## src/rtl/seg7_scan_decoder_if.sv

```systemverilog
// Bundle of the multiplexed display bus (active-low anodes/segments) and the
// reconstructed digit readback produced by the scan decoder.
interface seg7_scan_decoder_if;
   logic [0:6]  SSeg;
   logic [3:0]  an;
   logic [19:0] codes;
   logic [3:0]  valid;
   logic        frame_done;
   logic        anode_err;
   logic        stale;

   modport master (
      output SSeg, an,
      input  codes, valid, frame_done, anode_err, stale
   );

   modport slave (
      input  SSeg, an,
      output codes, valid, frame_done, anode_err, stale
   );
endinterface

```

## src/rtl/seg7_scan_decoder.sv

```systemverilog
// Watches a multiplexed seven-segment scan and rebuilds the four displayed
// digits as 5-bit codes, with dwell filtering, anode checking and stall detection.
module seg7_scan_decoder #(
   parameter int STABLE  = 4,
   parameter int TIMEOUT = 1024
) (
   input logic                 clk2,
   input logic                 rst,
   seg7_scan_decoder_if.slave  bus
);

   localparam int DW = $clog2(STABLE + 1);
   localparam int IW = $clog2(TIMEOUT + 1);

   logic [10:0]   pairQ, pairD;
   logic [DW-1:0] dwellQ, dwellD;
   logic [19:0]   codesQ, codesD;
   logic [3:0]    validQ, validD;
   logic [3:0]    seenQ, seenD;
   logic          frameDoneQ, frameDoneD;
   logic          anodeErrQ, anodeErrD;
   logic [IW-1:0] idleQ, idleD;

   logic [10:0]   pairIn;
   logic          samePair;
   logic          captureEv;
   logic [3:0]    digitHit;
   logic          anodeIllegal;
   logic [4:0]    segCode;

   assign pairIn = {bus.an, bus.SSeg};

   // A cleared dwell count means the current pair has not been sampled yet,
   // so the first edge after reset always starts a fresh window.
   assign samePair  = (pairIn == pairQ) && (dwellQ != '0);
   assign captureEv = samePair && (dwellQ == DW'(STABLE - 1));

   always_comb begin
      digitHit     = 4'b0000;
      anodeIllegal = 1'b0;
      case (bus.an)
         4'b1110: digitHit = 4'b0001;
         4'b1101: digitHit = 4'b0010;
         4'b1011: digitHit = 4'b0100;
         4'b0111: digitHit = 4'b1000;
         4'b1111: anodeIllegal = 1'b0;
         default: anodeIllegal = 1'b1;
      endcase
   end

   always_comb begin
      segCode = 5'h1F;
      case (bus.SSeg)
         7'b0000001: segCode = 5'h00;
         7'b1001111: segCode = 5'h01;
         7'b0010010: segCode = 5'h02;
         7'b0000110: segCode = 5'h03;
         7'b1001100: segCode = 5'h04;
         7'b0100100: segCode = 5'h05;
         7'b0100000: segCode = 5'h06;
         7'b0001111: segCode = 5'h07;
         7'b0000000: segCode = 5'h08;
         7'b0000100: segCode = 5'h09;
         7'b0001000: segCode = 5'h0A;
         7'b1100000: segCode = 5'h0B;
         7'b0110001: segCode = 5'h0C;
         7'b1000010: segCode = 5'h0D;
         7'b0110000: segCode = 5'h0E;
         7'b0111000: segCode = 5'h0F;
         7'b1111111: segCode = 5'h10;
         7'b1111110: segCode = 5'h11;
         default:    segCode = 5'h1F;
      endcase
   end

   // The dwell count saturates at STABLE so a held pair fires exactly once;
   // a full seen mask is retired one edge later together with the frame pulse.
   always_comb begin
      pairD      = pairIn;
      dwellD     = 1;
      codesD     = codesQ;
      validD     = validQ;
      seenD      = (seenQ == 4'b1111) ? 4'b0000 : seenQ;
      frameDoneD = (seenQ == 4'b1111);
      anodeErrD  = 1'b0;
      idleD      = (idleQ == IW'(TIMEOUT)) ? idleQ : idleQ + IW'(1);

      if (samePair) begin
         dwellD = (dwellQ == DW'(STABLE)) ? dwellQ : dwellQ + DW'(1);
      end

      if (captureEv) begin
         if (digitHit != 4'b0000) begin
            for (int i = 0; i < 4; i++) begin
               if (digitHit[i]) begin
                  codesD[i*5 +: 5] = segCode;
                  validD[i]        = 1'b1;
                  seenD[i]         = 1'b1;
               end
            end
            idleD = '0;
         end else if (anodeIllegal) begin
            anodeErrD = 1'b1;
         end
      end
   end

   always_ff @(posedge clk2) begin
      if (rst) begin
         pairQ      <= '0;
         dwellQ     <= '0;
         codesQ     <= {4{5'h10}};
         validQ     <= 4'b0000;
         seenQ      <= 4'b0000;
         frameDoneQ <= 1'b0;
         anodeErrQ  <= 1'b0;
         idleQ      <= '0;
      end else begin
         pairQ      <= pairD;
         dwellQ     <= dwellD;
         codesQ     <= codesD;
         validQ     <= validD;
         seenQ      <= seenD;
         frameDoneQ <= frameDoneD;
         anodeErrQ  <= anodeErrD;
         idleQ      <= idleD;
      end
   end

   assign bus.codes      = codesQ;
   assign bus.valid      = validQ;
   assign bus.frame_done = frameDoneQ;
   assign bus.anode_err  = anodeErrQ;
   assign bus.stale      = (idleQ == IW'(TIMEOUT));

endmodule

```

## src/flat_wrapper.sv

```systemverilog
// flat-port wrapper written by rule: the top's interface ports become plain ports
module seg7_scan_decoder_flat 
#(
   parameter int STABLE  = 4,
   parameter int TIMEOUT = 1024
)
  (clk2, rst, bus_SSeg, bus_an, bus_codes, bus_valid, bus_frame_done, bus_anode_err, bus_stale);
  seg7_scan_decoder_if bus_i ();
  input logic clk2;
  input logic rst;
  input wire logic [$bits(bus_i.SSeg)-1:0] bus_SSeg;
  input wire logic [$bits(bus_i.an)-1:0] bus_an;
  output wire logic [$bits(bus_i.codes)-1:0] bus_codes;
  output wire logic [$bits(bus_i.valid)-1:0] bus_valid;
  output wire logic [$bits(bus_i.frame_done)-1:0] bus_frame_done;
  output wire logic [$bits(bus_i.anode_err)-1:0] bus_anode_err;
  output wire logic [$bits(bus_i.stale)-1:0] bus_stale;
  assign bus_i.SSeg = bus_SSeg;
  assign bus_i.an = bus_an;
  assign bus_codes = bus_i.codes;
  assign bus_valid = bus_i.valid;
  assign bus_frame_done = bus_i.frame_done;
  assign bus_anode_err = bus_i.anode_err;
  assign bus_stale = bus_i.stale;
  seg7_scan_decoder #(.STABLE(STABLE), .TIMEOUT(TIMEOUT)) u_core (.clk2(clk2), .rst(rst), .bus(bus_i));
endmodule
```

## config.mk

```make
export PLATFORM = sky130hd
export DESIGN_NAME = seg7_scan_decoder_flat
export DESIGN_NICKNAME = d
export VERILOG_FILES = /design/src/rtl/seg7_scan_decoder_if.sv /design/src/rtl/seg7_scan_decoder.sv /design/src/flat_wrapper.sv
export SDC_FILE = /design/constraint.sdc
export NUM_CORES = 1
export LEC_CHECK = 0
export BUFFER_PORTS_ARGS = -buffer_cell sky130_fd_sc_hd__buf_2
export CAP_MARGIN = 20
export CORE_MARGIN = 2
export CORE_UTILIZATION = 38
export CTS_CLUSTER_DIAMETER = 60
export DETAILED_ROUTE_END_ITERATION = 8
export SYNTH_ARGS = -nofsm -noshare
export SYNTH_HDL_FRONTEND = slang
export SYNTH_SLANG_ARGS = --single-unit
```

## constraint.sdc

```tcl
create_clock -name clk2 -period 3.4 [get_ports clk2]
set_input_delay 0.68 -clock clk2 [delete_from_list [all_inputs] [get_ports clk2]]
set_output_delay 0.68 -clock clk2 [all_outputs]
set_load 0.03 [all_outputs]
```

== Word level (Yosys, flattened, before mapping) ==
Cells that the tools add are included.

* Equal/unequal tests: 28
* Reductions and logical operators: 12
* Bitwise gates (word level): 2
* Muxes and demuxes: 15
* Add/sub/neg operators: 2

{| class="wikitable"
|+ Operator list
! cell !! count
|-
| $pmux W5 S18 || 1
|-
| $eq A7 B7 Y1 const B || 6
|-
| $eq A7 B6 Y1 const B || 5
|-
| $mux W11 || 3
|-
| $eq A4 B4 Y1 const B || 5
|-
| $pmux W4 S4 || 1
|-
| $eq A7 B3 Y1 const B || 2
|-
| $eq A7 B4 Y1 const B || 2
|-
| $mux W4 || 3
|-
| $reduce_and A3 Y1 || 4
|-
| $add A11 B1 Y11 const B || 1
|-
| $eq A11 B11 Y1 || 1
|-
| $eq A11 B11 Y1 const B || 1
|-
| $eq A7 B1 Y1 const B || 1
|-
| $eq A7 B5 Y1 const B || 1
|-
| $logic_not A7 Y1 || 1
|-
| $mux W1 || 7
|-
| $reduce_or A5 Y1 || 1
|-
| $eq A4 B3 Y1 const B || 1
|-
| $reduce_bool A4 Y1 || 1
|-
| $add A3 B1 Y3 const B || 1
|-
| $eq A3 B2 Y1 const B || 1
|-
| $eq A3 B3 Y1 const B || 1
|-
| $reduce_bool A3 Y1 || 1
|-
| 5 further kinds || 7
|}

* Input port bits: 13
* Output and inout bits: 27
* Logic and storage cells: 74
* Flip-flop bits (word level): 55

== Depth between registers and ports, before layout ==
Gate-level depths: netlist (run 1).

* Word-level depth: 5
* Depth in mapped cells: 8
* Depth with buffers taken out: 7

== Worst setup path after synthesis (run 1) ==
Ideal clock, no wire load.

* Path kind: in2reg
* Start point: in bus_SSeg[3]
* End point: reg u_core.codesQ[7] (netlist: u_core.bus.codes[7])
* Setup time: 0.134 ns
* Path buffers: 1
* Data required time: 3.266 ns
* Slack: 1.243 ns
* Data arrival time: 2.023 ns
* Stages on the path: 5
* Cell sequence: buf_2 -> or4_4 -> o32a_4 -> a31oi_4 -> a211oi_1

* Cells in the longest elaborated chain, start to end: 4
* Elaborated cells between the ends (all ways): 23
* Those cells by class: 18 x eq/ne; 1 x mux; 4 x reduce/logical

{| class="wikitable"
|+ Ends and longest elaborated chain
! what !! RTL line !! source
|-
| start: declaration || flat_wrapper.sv:11 || <nowiki>input wire logic [$bits(bus_i.SSeg)-1:0] bus_SSeg;</nowiki>
|-
| parallel branches: the longest is 4 deep, another holds $pmux W5 S18 || n/a ||
|-
| end signal: assignment || seg7_scan_decoder.sv:112 || <nowiki>codesQ <= {4{5'h10}};</nowiki>
|-
| end signal: assignment || seg7_scan_decoder.sv:121 || <nowiki>codesQ <= codesD;</nowiki>
|-
| end: declaration || seg7_scan_decoder.sv:17 || <nowiki>logic [19:0] codesQ, codesD;</nowiki>
|}

Parallel ways; which one is timed is not known.
A chain may end at the register's enable or synchronous reset.

== Final worst setup path (run 1) ==
* Start point: reg u_core.idleQ[0]
* End point: out bus_stale

* Cells in the longest elaborated chain, start to end: 1

{| class="wikitable"
|+ Ends and longest elaborated chain
! what !! RTL line !! source
|-
| start: declaration || seg7_scan_decoder.sv:22 || <nowiki>logic [IW-1:0] idleQ, idleD;</nowiki>
|-
| start signal: assignment || seg7_scan_decoder.sv:126 || <nowiki>idleQ <= idleD;</nowiki>
|-
| $eq A11 B11 Y1 || seg7_scan_decoder.sv:134 || <nowiki>assign bus.stale = (idleQ == IW'(TIMEOUT));</nowiki>
|-
| end: declaration || flat_wrapper.sv:17 || <nowiki>output wire logic [$bits(bus_i.stale)-1:0] bus_stale;</nowiki>
|}

Every way passes these cells.

==> flow_summary_export.csv, run 1 <==
group,metric,value,unit
logic_synthesis,yosys_warnings,0,
logic_synthesis,ys_ff_latch,55,
logic_synthesis,async_reset_ff_frac,0,
critical_path,critPathArrivalTime,1670,ps
cells_and_area,num-nets-final,351,
die,rows,31,
cts,cts.clk_slew.worst_paths,110,ps
pwr,intPower,854.2,µW
route,drc,0,
timing,grt_setup_unrepaired,"no",
die,io_pins,40,
critical_path,cp-end-kind,"output pin",
timing,fmax,424.8,MHz
logic_synthesis,syn_inst,309,
flow_run,drv_cap,0,
cells_and_area,drive_gt1_frac,0.2066,
route,antenna_left,0,
cts,cts_root_buf,"clkbuf_8",
pwr,seqPwrFrac,0.562,
logic_synthesis,netlist.top_cell.by_area,"dfxtp_1",
die,die_area,8313,µm²
timing,finalHoldViolCount,0,
timing,fin_skew,7.751,ps
pwr,power_frac_clock,0.321,
critical_path,path_buf_inv,2,
global_routing,grt.overflow.total,0,
logic_synthesis,synth_area,2888,µm²
placement,hpwl,4.459,mm
global_routing,grt_pass1_wl,10.25,mm
route,drt_iter0_markers,81,
critical_path,critical_path.startpoint_type,"flop",
timing,period_minus_slack,2354,ps
cts,clk_latency,310,ps
cells_and_area,num_antenna_cells,0,
cts,cts_hold_buf,0,
logic_synthesis,synth_top_area_frac,0.3813,
timing,fin_setup_tns,0,ps
cts,cts_tree,"done",
pwr,leakage,0.001222,µW
cells_and_area,nFillCells,753,
die,die-height,91.18,µm
route,drt-total-wl,6.318,mm
route,dr.pass1.iters,4,
critical_path,crit_fanout,5,
cts,post-cts-setup-buffer-count,0,
global_routing,antenna_found_initial,0,
logic_synthesis,ys_types,58,
pwr,p_total,1178,µW
logic_synthesis,syn_area_per_cell,9.346,µm²
route,routedWlPerCell,14.59,µm
logic_synthesis,yosysSeqAreaShare,0.3813,
pwr,swShare,0.2746,
critical_path,max_stage_delay,350,ps
pwr,p_comb_frac,0.116,
global_routing,grtUsageTotal,0.1526,
cts,cts_htree_levels,2,
cts,clock_sinks,55,
critical_path,crit_slowest_cell,"dfxtp_1",
placement,port_buffers,39,
critical_path,setup.worst_path.class,"reg -> out",
die,coreArea,7292,µm²
pwr,vdd_drop_max,168.5,µV
logic_synthesis,yosys_most_used_dff,"dfxtp_1",
timing,period_share,0.6923,
logic_synthesis,syn-num-nets,327,
logic_synthesis,synthTopCellsByArea,"dfxtp_1, nor2_1, xnor2_1",
global_routing,grt_pass1_vias,2053,
min_path,hold_path_class,"reg -> reg",
logic_synthesis,synth_edf_count,0,
timing,tightest_slew,825.1,ps
critical_path,crit_family,"simple AND/OR/NAND/NOR gates",
timing,max-slew-margin-rel,0.4499,
critical_path,critPathRequiredTime,2720,ps
cells_and_area,synthToLayoutAreaGrowth,10.53,%
critical_path,cp_cell_sequence,"inv_1 > ha_1 > nor4b_1 > and4b_1 > buf_2",
placement,place.gp.congestion,0.7806,
cts,cts_buffer_depth,2,
cts,cts_inserted_buffers,5,
cts,cts.repair.resized,0,
timing,setup_viol,0,
die,die_width,91.18,µm
pwr,pwr_density_cell,368.9,nW/µm²
route,num_vias,2260,
route,avgViaCountPerCell,5.219,
outcome,status,"completed",
pwr,p_switching,323.3,µW
die,start_util,0.3960,
global_routing,grt_max_degree,48,
timing,drv_slew,0,
-- power by group through the flow --
stage	combinational, µW	sequential, µW	clock (µW)
global placement	135	677	0
floorplan	114	675	0
finish	137	662	378
detailed placement	137	677	0
CTS	137	662	386
global route	150	664	409
-- logic make-up (layout without fill, tap and decap cells) --
kind of cell	after synthesis	count (layout)	share of synthesized area
fa+ha+maj	5	5	0.02166
compound gates	56	56	0.1482
buf+inv	30	55	0.04766
flops	55	55	0.3813
simple gates	139	139	0.3206
xor+xnor	21	21	0.07019
mux	3	3	0.01040
-- cells in the mapped netlist (2+ instances only) --
cell	number
dfxtp_1	55
nor2_1	35
nor2b_1	14
xnor2_1	14
buf_2	11
nand3_1	11
nor3_1	11
a211oi_1	10
a21oi_1	9
a31oi_1	9
clkbuf_1	9
nand2_1	9
inv_1	8
nor3b_1	6
xor2_1	6
ha_1	5
nand2b_1	5
nor4_4	5
nor4b_1	5
and3_1	4
nand4_1	4
o21ai_1	4
o21bai_1	4
and2_1	3
and3b_1	3
and4b_1	3
mux2i_1	3
nand3b_1	3
o21ai_0	3
a21o_1	2
a22oi_1	2
a31oi_4	2
and4_4	2
nand4_4	2
nor4_1	2
nor4bb_1	2
o211ai_1	2
or3b_2	2
-- registers in the layout (all words and copies together), names as in the netlist --
signal,count
u_core.idleQ,11
u_core.bus.anode_err,1
u_core.bus.codes,20
u_core.dwellQ,3
u_core.bus.frame_done,1
u_core.bus.valid,4
u_core.seenQ,4
u_core.pairQ,11
-- worst reg2reg max path, delay by kind of cell (launching register included) --
family	cells	cell delay (ps)
AO/OA/AOI/OAI	1	400
adder cells (fa/ha/maj)	1	260
buffers and inverters	1	70
flip-flops	1	350
AND/OR/NAND/NOR	4	890
-- layout make-up --
type / instances / area, µm² / share of cell area
inverter: 8 / 30.03 / 0.009408
sequential: 55 / 1101 / 0.3450
clock buffer: 5 / 68.82 / 0.02156
timing repair buffer: 39 / 195.2 / 0.06115
multi-input combinational: 224 / 1649 / 0.5167
tap: 99 / 123.9 / 0.03881
clock inverter: 3 / 23.77 / 0.007448
-- path summary, 6_finish.rpt --
kind,slack (ps),depth (start not counted),to,start
setup reg to reg,1320,7,u_core.idleQ[10]$_SDFF_PP0_,u_core.dwellQ[0]$_SDFFE_PP0P_
setup / recovery,1050,5,bus_stale,u_core.idleQ[0]$_SDFF_PP0_
hold reg to reg,480,2,u_core.bus.valid[2]$_SDFFE_PP0P_,u_core.bus.valid[2]$_SDFFE_PP0P_
hold / removal,480,2,u_core.bus.valid[2]$_SDFFE_PP0P_,u_core.bus.valid[2]$_SDFFE_PP0P_
-- cell usage in the layout, fill, tap and decap left out, types with 3 or more instances in the layout --
| cell | instances |
|---|---|
| o21ai_1 | 4 |
| o21bai_1 | 4 |
| inv_1 | 8 |
| nor4b_1 | 5 |
| a21oi_1 | 9 |
| a211oi_1 | 10 |
| clkbuf_8 | 5 |
| nand3_1 | 11 |
| nand2_1 | 9 |
| nand2b_1 | 5 |
| ha_1 | 5 |
| nand3b_1 | 3 |
| nand4_1 | 4 |
| nor4_4 | 5 |
| xor2_1 | 6 |
| nor3b_1 | 6 |
| xnor2_1 | 14 |
| nor3_1 | 11 |
| and3_1 | 4 |
| and2_1 | 3 |
| a31oi_1 | 9 |
| and4b_1 | 3 |
| dfxtp_1 | 55 |
| nor2_1 | 35 |
| buf_2 | 39 |
| o21ai_0 | 3 |
| nor2b_1 | 14 |
| mux2i_1 | 3 |
| and3b_1 | 3 |
-- routing by layer --
layer  up-vias  share of wire  global-route usage
met3         5          0.026             0.02490
met1      1064           0.48              0.1985
met4         0          0.013             0.05682
met2        32           0.48              0.2543
li1       1159              -                   -
met5         -              0                   0
-- metrics by stage --
stage               area, µm²  utilization  instances  hold slack (ps)  setup WS [ps]
floorplan                2888            -        309            456.6           1243
global placement         3099       0.4250        425            444.0          926.3
detailed placement       3099       0.4250        425            467.3          858.3
CTS                      3192       0.4377        433            492.5           1014
global route             3192       0.4377        433            514.3          911.0
finish                   3192       0.4377        433            484.2           1046
(Power assumes the default switching activity.)
==> inputs of run 2 (changes only) <==
==> constraint.sdc (replaced) <==
create_clock -name clk2 -period 2.1 [get_ports clk2]
set_input_delay 0.42 -clock clk2 [delete_from_list [all_inputs] [get_ports clk2]]
set_output_delay 0.42 -clock clk2 [all_outputs]
set_load 0.03 [all_outputs]
==> run 2 against run 1 <==
  * Die area stayed put
  * Final area is 7.3% higher
  * Sequential power is 62% higher
  * Routed wire length is 3.1% higher
==> flow_summary_export.csv, run 2 (synthesis gave the netlist of run 1 again) <==
group,metric,value,unit
cts,cts_htree_levels,2,
route,drt_iter0_markers,88,
critical_path,cp-end-kind,"output pin",
pwr,seqPwrFrac,0.549,
outcome,status,"completed",
die,coreArea,7292,µm²
timing,period_share,0.9283,
global_routing,grt_pass1_wl,11.01,mm
critical_path,max_stage_delay,350,ps
global_routing,grt.overflow.total,0,
cts,clock_sinks,55,
cts,clk_latency,310,ps
cts,cts_inserted_buffers,5,
die,die_width,91.18,µm
pwr,power_frac_clock,0.317,
timing,fmax,513.0,MHz
timing,tightest_slew,573.3,ps
global_routing,grt_max_degree,31,
placement,hpwl,4.789,mm
die,start_util,0.3960,
route,avgViaCountPerCell,5.048,
cells_and_area,num_antenna_cells,0,
cells_and_area,largest_reg_flops,20,
placement,place.gp.congestion,0.8828,
die,io_pins,40,
critical_path,crit_fanout,4,
timing,period_minus_slack,1949,ps
pwr,vdd_drop_max,360.5,µV
die,die-height,91.18,µm
critical_path,setup.worst_path.class,"reg -> out",
min_path,min_to,"u_core.pairQ[2]$_SDFF_PP0_",
route,num_vias,2332,
route,dr.pass1.iters,4,
cts,cts_root_buf,"clkbuf_8",
cells_and_area,drive_gt1_frac,0.2700,
global_routing,grt_pass1_vias,2232,
min_path,hp-start,"bus_SSeg[2]",
die,rows,31,
timing,fin_skew,5.388,ps
cts,post-cts-setup-buffer-count,0,
placement,port_buffers,39,
timing,drv_slew,0,
route,drt-total-wl,6.517,mm
critical_path,ff2ff_path_depth,9,
route,drc,0,
min_path,hold_path_class,"in -> reg",
pwr,leakage,0.001370,µW
global_routing,grtUsageTotal,0.1623,
pwr,p_switching,536.0,µW
critical_path,r2r_end,"u_core.idleQ[8]$_SDFF_PP0_",
cts,cts_tree,"done",
pwr,swShare,0.2745,
cts,cts.repair.resized,0,
timing,finalHoldViolCount,0,
timing,grt_setup_unrepaired,"no",
critical_path,cp_cell_sequence,"inv_1 > ha_1 > nor4b_1 > and4b_1 > buf_2",
critical_path,critPathRequiredTime,1680,ps
cells_and_area,num-nets-final,380,
cts,cts_hold_buf,0,
cells_and_area,final_common_cell,"dfxtp_1",
pwr,p_comb_frac,0.134,
route,antenna_left,0,
pwr,p_total,1952,µW
global_routing,antenna_found_initial,0,
cells_and_area,final_cell_mix,"dfxtp_1, buf_2, nor2_1",
timing,max-slew-margin-rel,0.6178,
route,routedWlPerCell,14.11,µm
die,die_area,8313,µm²
pwr,pwr_density_cell,569.9,nW/µm²
flow_run,drv_cap,0,
critical_path,critical_path.startpoint_type,"flop",
timing,fin_setup_tns,0,ps
cts,cts.clk_slew.worst_paths,110,ps
timing,setup_viol,0,
critical_path,r2r_slack,260,ps
min_path,min_path_cells,2,
cts,cts_buffer_depth,2,
pwr,intPower,1416,µW
cells_and_area,synthToLayoutAreaGrowth,18.63,%
critical_path,crit_slowest_cell,"dfxtp_1",
critical_path,critPathArrivalTime,1530,ps
critical_path,crit_start,"u_core.idleQ[0]$_SDFF_PP0_",
critical_path,r2r_start,"u_core.dwellQ[1]$_SDFFE_PP0P_",
-- run 2: changes by cell type in the layout (fill, tap and decap cells not counted) --
cell | before | now
buf_12 | 0 | 1
buf_4 | 0 | 28
clkinv_2 | 1 | 0
clkinv_4 | 0 | 1
-- run 2: power groups by stage --
stage / sequential [µW] / combinational (µW) / clock [µW]
final: 1070 / 261 / 620
after global routing: 1070 / 287 / 681
after CTS: 1070 / 261 / 645
after detailed placement: 1100 / 260 / 0
after global placement: 1100 / 257 / 0
after floorplan: 1090 / 185 / 0
-- run 2: area by class of cell --
cell class / instances / area [µm²]
fillers: 736 / 3866
multi-input cells: 224 / 1649
flip-flops and latches: 55 / 1101
repair buffers: 68 / 425.4
well taps: 99 / 123.9
clock buffers: 5 / 68.82
inverters: 8 / 30.03
clock inverters: 3 / 27.53
-- run 2: routing by layer --
layer	up-vias	wire (µm)	track usage
li1	1214	-	-
met1	1066	3231	0.2263
met2	48	2980	0.2617
met3	4	240	0.02822
met4	0	65	0.03788
met5	-	0	0
-- run 2: how the worst max path moves through the flow --
stage                     cells after the start  slack, ps                                end
final                                         5        150                          bus_stale
after global routing                          5         30                          bus_stale
after CTS                                     5        110                          bus_stale
after detailed placement                      7         40   u_core.bus.codes[1]$_SDFFE_PP0P_
after global placement                        7         50  u_core.bus.codes[11]$_SDFFE_PP0P_
after floorplan                               5        200   u_core.bus.codes[7]$_SDFFE_PP0P_
-- run 2: per-stage QoR --
| stage | std cells | worst slack, ps | area (µm²) | hold slack, ps | utilization |
|---|---|---|---|---|---|
| after CTS | 462 | 113.9 | 3426 | 403.6 | 0.4698 |
| after global placement | 454 | 54.93 | 3329 | 446.6 | 0.4566 |
| after global routing | 462 | 33.19 | 3426 | 421.1 | 0.4698 |
| after detailed placement | 454 | 39.88 | 3329 | 458.5 | 0.4566 |
| after floorplan | 309 | 203.0 | 2888 | 456.6 | - |
| final | 462 | 150.6 | 3426 | 416.7 | 0.4698 |
-- run 2: critical path: cells and delay by family (launching register included) --
family                   cells  cell delay, ps
buffers and inverters        2             290
flip-flops                   1             350
AND/OR/NAND/NOR              2             430
adder cells (fa/ha/maj)      1             140
==> inputs of run 3 (changes only) <==
--- a/config.mk
+++ b/config.mk
@@ -9,6 +9,7 @@
 export CAP_MARGIN = 20
 export CORE_MARGIN = 2
 export CORE_UTILIZATION = 38
+export CTS_BUF_LIST = sky130_fd_sc_hd__clkbuf_16
 export CTS_CLUSTER_DIAMETER = 60
 export DETAILED_ROUTE_END_ITERATION = 8
 export SYNTH_ARGS = -nofsm -noshare
==> run 3 against run 2 <==
  * Fmax increased by 1.5%
  * Final area up 1.6%
  * Highest routed layer unchanged
  * Global-route usage grew 0.16 points
  * Critical path depth is the same
  * Largest power group unchanged
  * Flip-flop and latch count did not move
==> flow_summary_export.csv, run 3 (synthesis gave the netlist of run 1 again) <==
group,metric,value,unit
outcome,status,"completed",
timing,max-slew-margin-rel,0.6229,
pwr,intPower,1623,µW
timing,whs,445.2,ps
cts,cts_hold_buf,0,
route,routedWlPerCell,14.14,µm
route,drt_iter0_markers,89,
cells_and_area,final_cell_mix,"dfxtp_1, buf_2, nor2_1",
placement,place.gp.congestion,0.8828,
timing,tightest_slew,565.6,ps
cts,cts_htree_levels,2,
critical_path,setup.worst_path.class,"reg -> out",
cts,cts_root_buf,"clkbuf_16",
die,rows,31,
cells_and_area,num-nets-final,380,
die,coreArea,7292,µm²
cts,cts.clk_slew.worst_paths,80,ps
pwr,power_frac_clock,0.390,
global_routing,grt.overflow.total,0,
pwr,p_switching,558.9,µW
route,antenna_left,0,
cells_and_area,synthToLayoutAreaGrowth,20.58,%
critical_path,critPathRequiredTime,1680,ps
timing,drv_slew,0,
global_routing,grt_max_degree,31,
flow_run,drv_cap,0,
die,die_area,8313,µm²
timing,fin_setup_tns,0,ps
timing,setup_viol,0,
timing,grt_setup_unrepaired,"no",
placement,place_area,3329,µm²
die,die_width,91.18,µm
global_routing,grt_pass1_wl,11.07,mm
timing,period_minus_slack,1920,ps
global_routing,grt_pass1_vias,2239,
cells_and_area,largest_reg_flops,20,
placement,hpwl,4.789,mm
route,avgViaCountPerCell,5.054,
cts,clock_sinks,55,
cts,cts_inserted_buffers,5,
pwr,seqPwrFrac,0.491,
pwr,leakage,0.001395,µW
cells_and_area,num_antenna_cells,0,
die,die-height,91.18,µm
die,start_util,0.3960,
cts,clk_latency,290,ps
cells_and_area,drive_gt1_frac,0.2700,
placement,port_buffers,39,
timing,fmax,520.8,MHz
cts,cts_tree,"done",
critical_path,critPathArrivalTime,1500,ps
cells_and_area,stdcell_area,3482,µm²
pwr,vdd_drop_max,299.2,µV
global_routing,grtUsageTotal,0.1639,
critical_path,crit_fanout,4,
pwr,p_total,2182,µW
timing,period_share,0.9143,
min_path,hold_path_class,"in -> reg",
cells_and_area,final_common_cell,"dfxtp_1",
critical_path,cp-end-kind,"output pin",
global_routing,antenna_found_initial,0,
pwr,pwr_density_cell,626.7,nW/µm²
route,dr.pass1.iters,4,
route,drt-total-wl,6.531,mm
route,drc,0,
cts,post-cts-setup-buffer-count,0,
cts,cts_buffer_depth,2,
timing,finalHoldViolCount,0,
pwr,swShare,0.2561,
die,io_pins,40,
pwr,p_comb_frac,0.119,
cts,cts.repair.resized,0,
timing,fin_skew,5.515,ps
critical_path,critical_path.startpoint_type,"flop",
route,num_vias,2335,
## run 3: cell counts in the layout (fill, tap and decap cells not counted)
No cell type changed its count.
## run 3: metal layers
metal	global-route usage	wire length [µm]	share of wire	up-vias
met5	0	0	0	-
met4	0.04545	42	0.0064	0
met3	0.02822	166	0.025	2
met2	0.2617	3049	0.47	35
met1	0.2279	3273	0.50	1075
li1	-	-	-	1223
## run 3: per-stage QoR
step / setup slack, ps / cells / utilization
final: 180.0 / 462 / 0.4775
after global routing: 71.59 / 462 / 0.4775
after floorplan: 203.0 / 309 / -
after CTS: 147.1 / 462 / 0.4775
after detailed placement: 39.88 / 454 / 0.4566
after global placement: 54.93 / 454 / 0.4566
## run 3: worst max-delay path: stages, from the launching register on
cell     delay [ps]
dfxtp_1         340
inv_1            90
ha_1            140
nor4b_1         190
and4b_1         240
buf_2           200
## run 3: path summary, 6_finish.rpt
path                                     from  slack (ps)                                to  cells after the start
max reg2reg     u_core.dwellQ[1]$_SDFFE_PP0P_         270        u_core.idleQ[8]$_SDFF_PP0_                      9
min                               bus_SSeg[2]         450        u_core.pairQ[2]$_SDFF_PP0_                      2
max                u_core.idleQ[0]$_SDFF_PP0_         180                         bus_stale                      5
min reg2reg  u_core.bus.valid[3]$_SDFFE_PP0P_         470  u_core.bus.valid[3]$_SDFFE_PP0P_                      2
## run 3: final cells by class
cell class	instances	area (µm²)
clock inverters	3	27.53
fillers	733	3810
multi-input cells	224	1649
repair buffers	68	425.4
well taps	99	123.9
clock buffers	5	125.1
flip-flops and latches	55	1101
inverters	8	30.03
## run 3: power by group through the flow
| stage | logic, µW | registers, µW | clock network (µW) |
|---|---|---|---|
| 3_3_place_gp | 257 | 1100 | 0 |
| 6_report | 261 | 1070 | 850 |
| 3_5_place_dp | 260 | 1100 | 0 |
| 4_1_cts | 261 | 1070 | 879 |
| 5_1_grt | 286 | 1070 | 922 |
| 2_1_floorplan | 185 | 1090 | 0 |
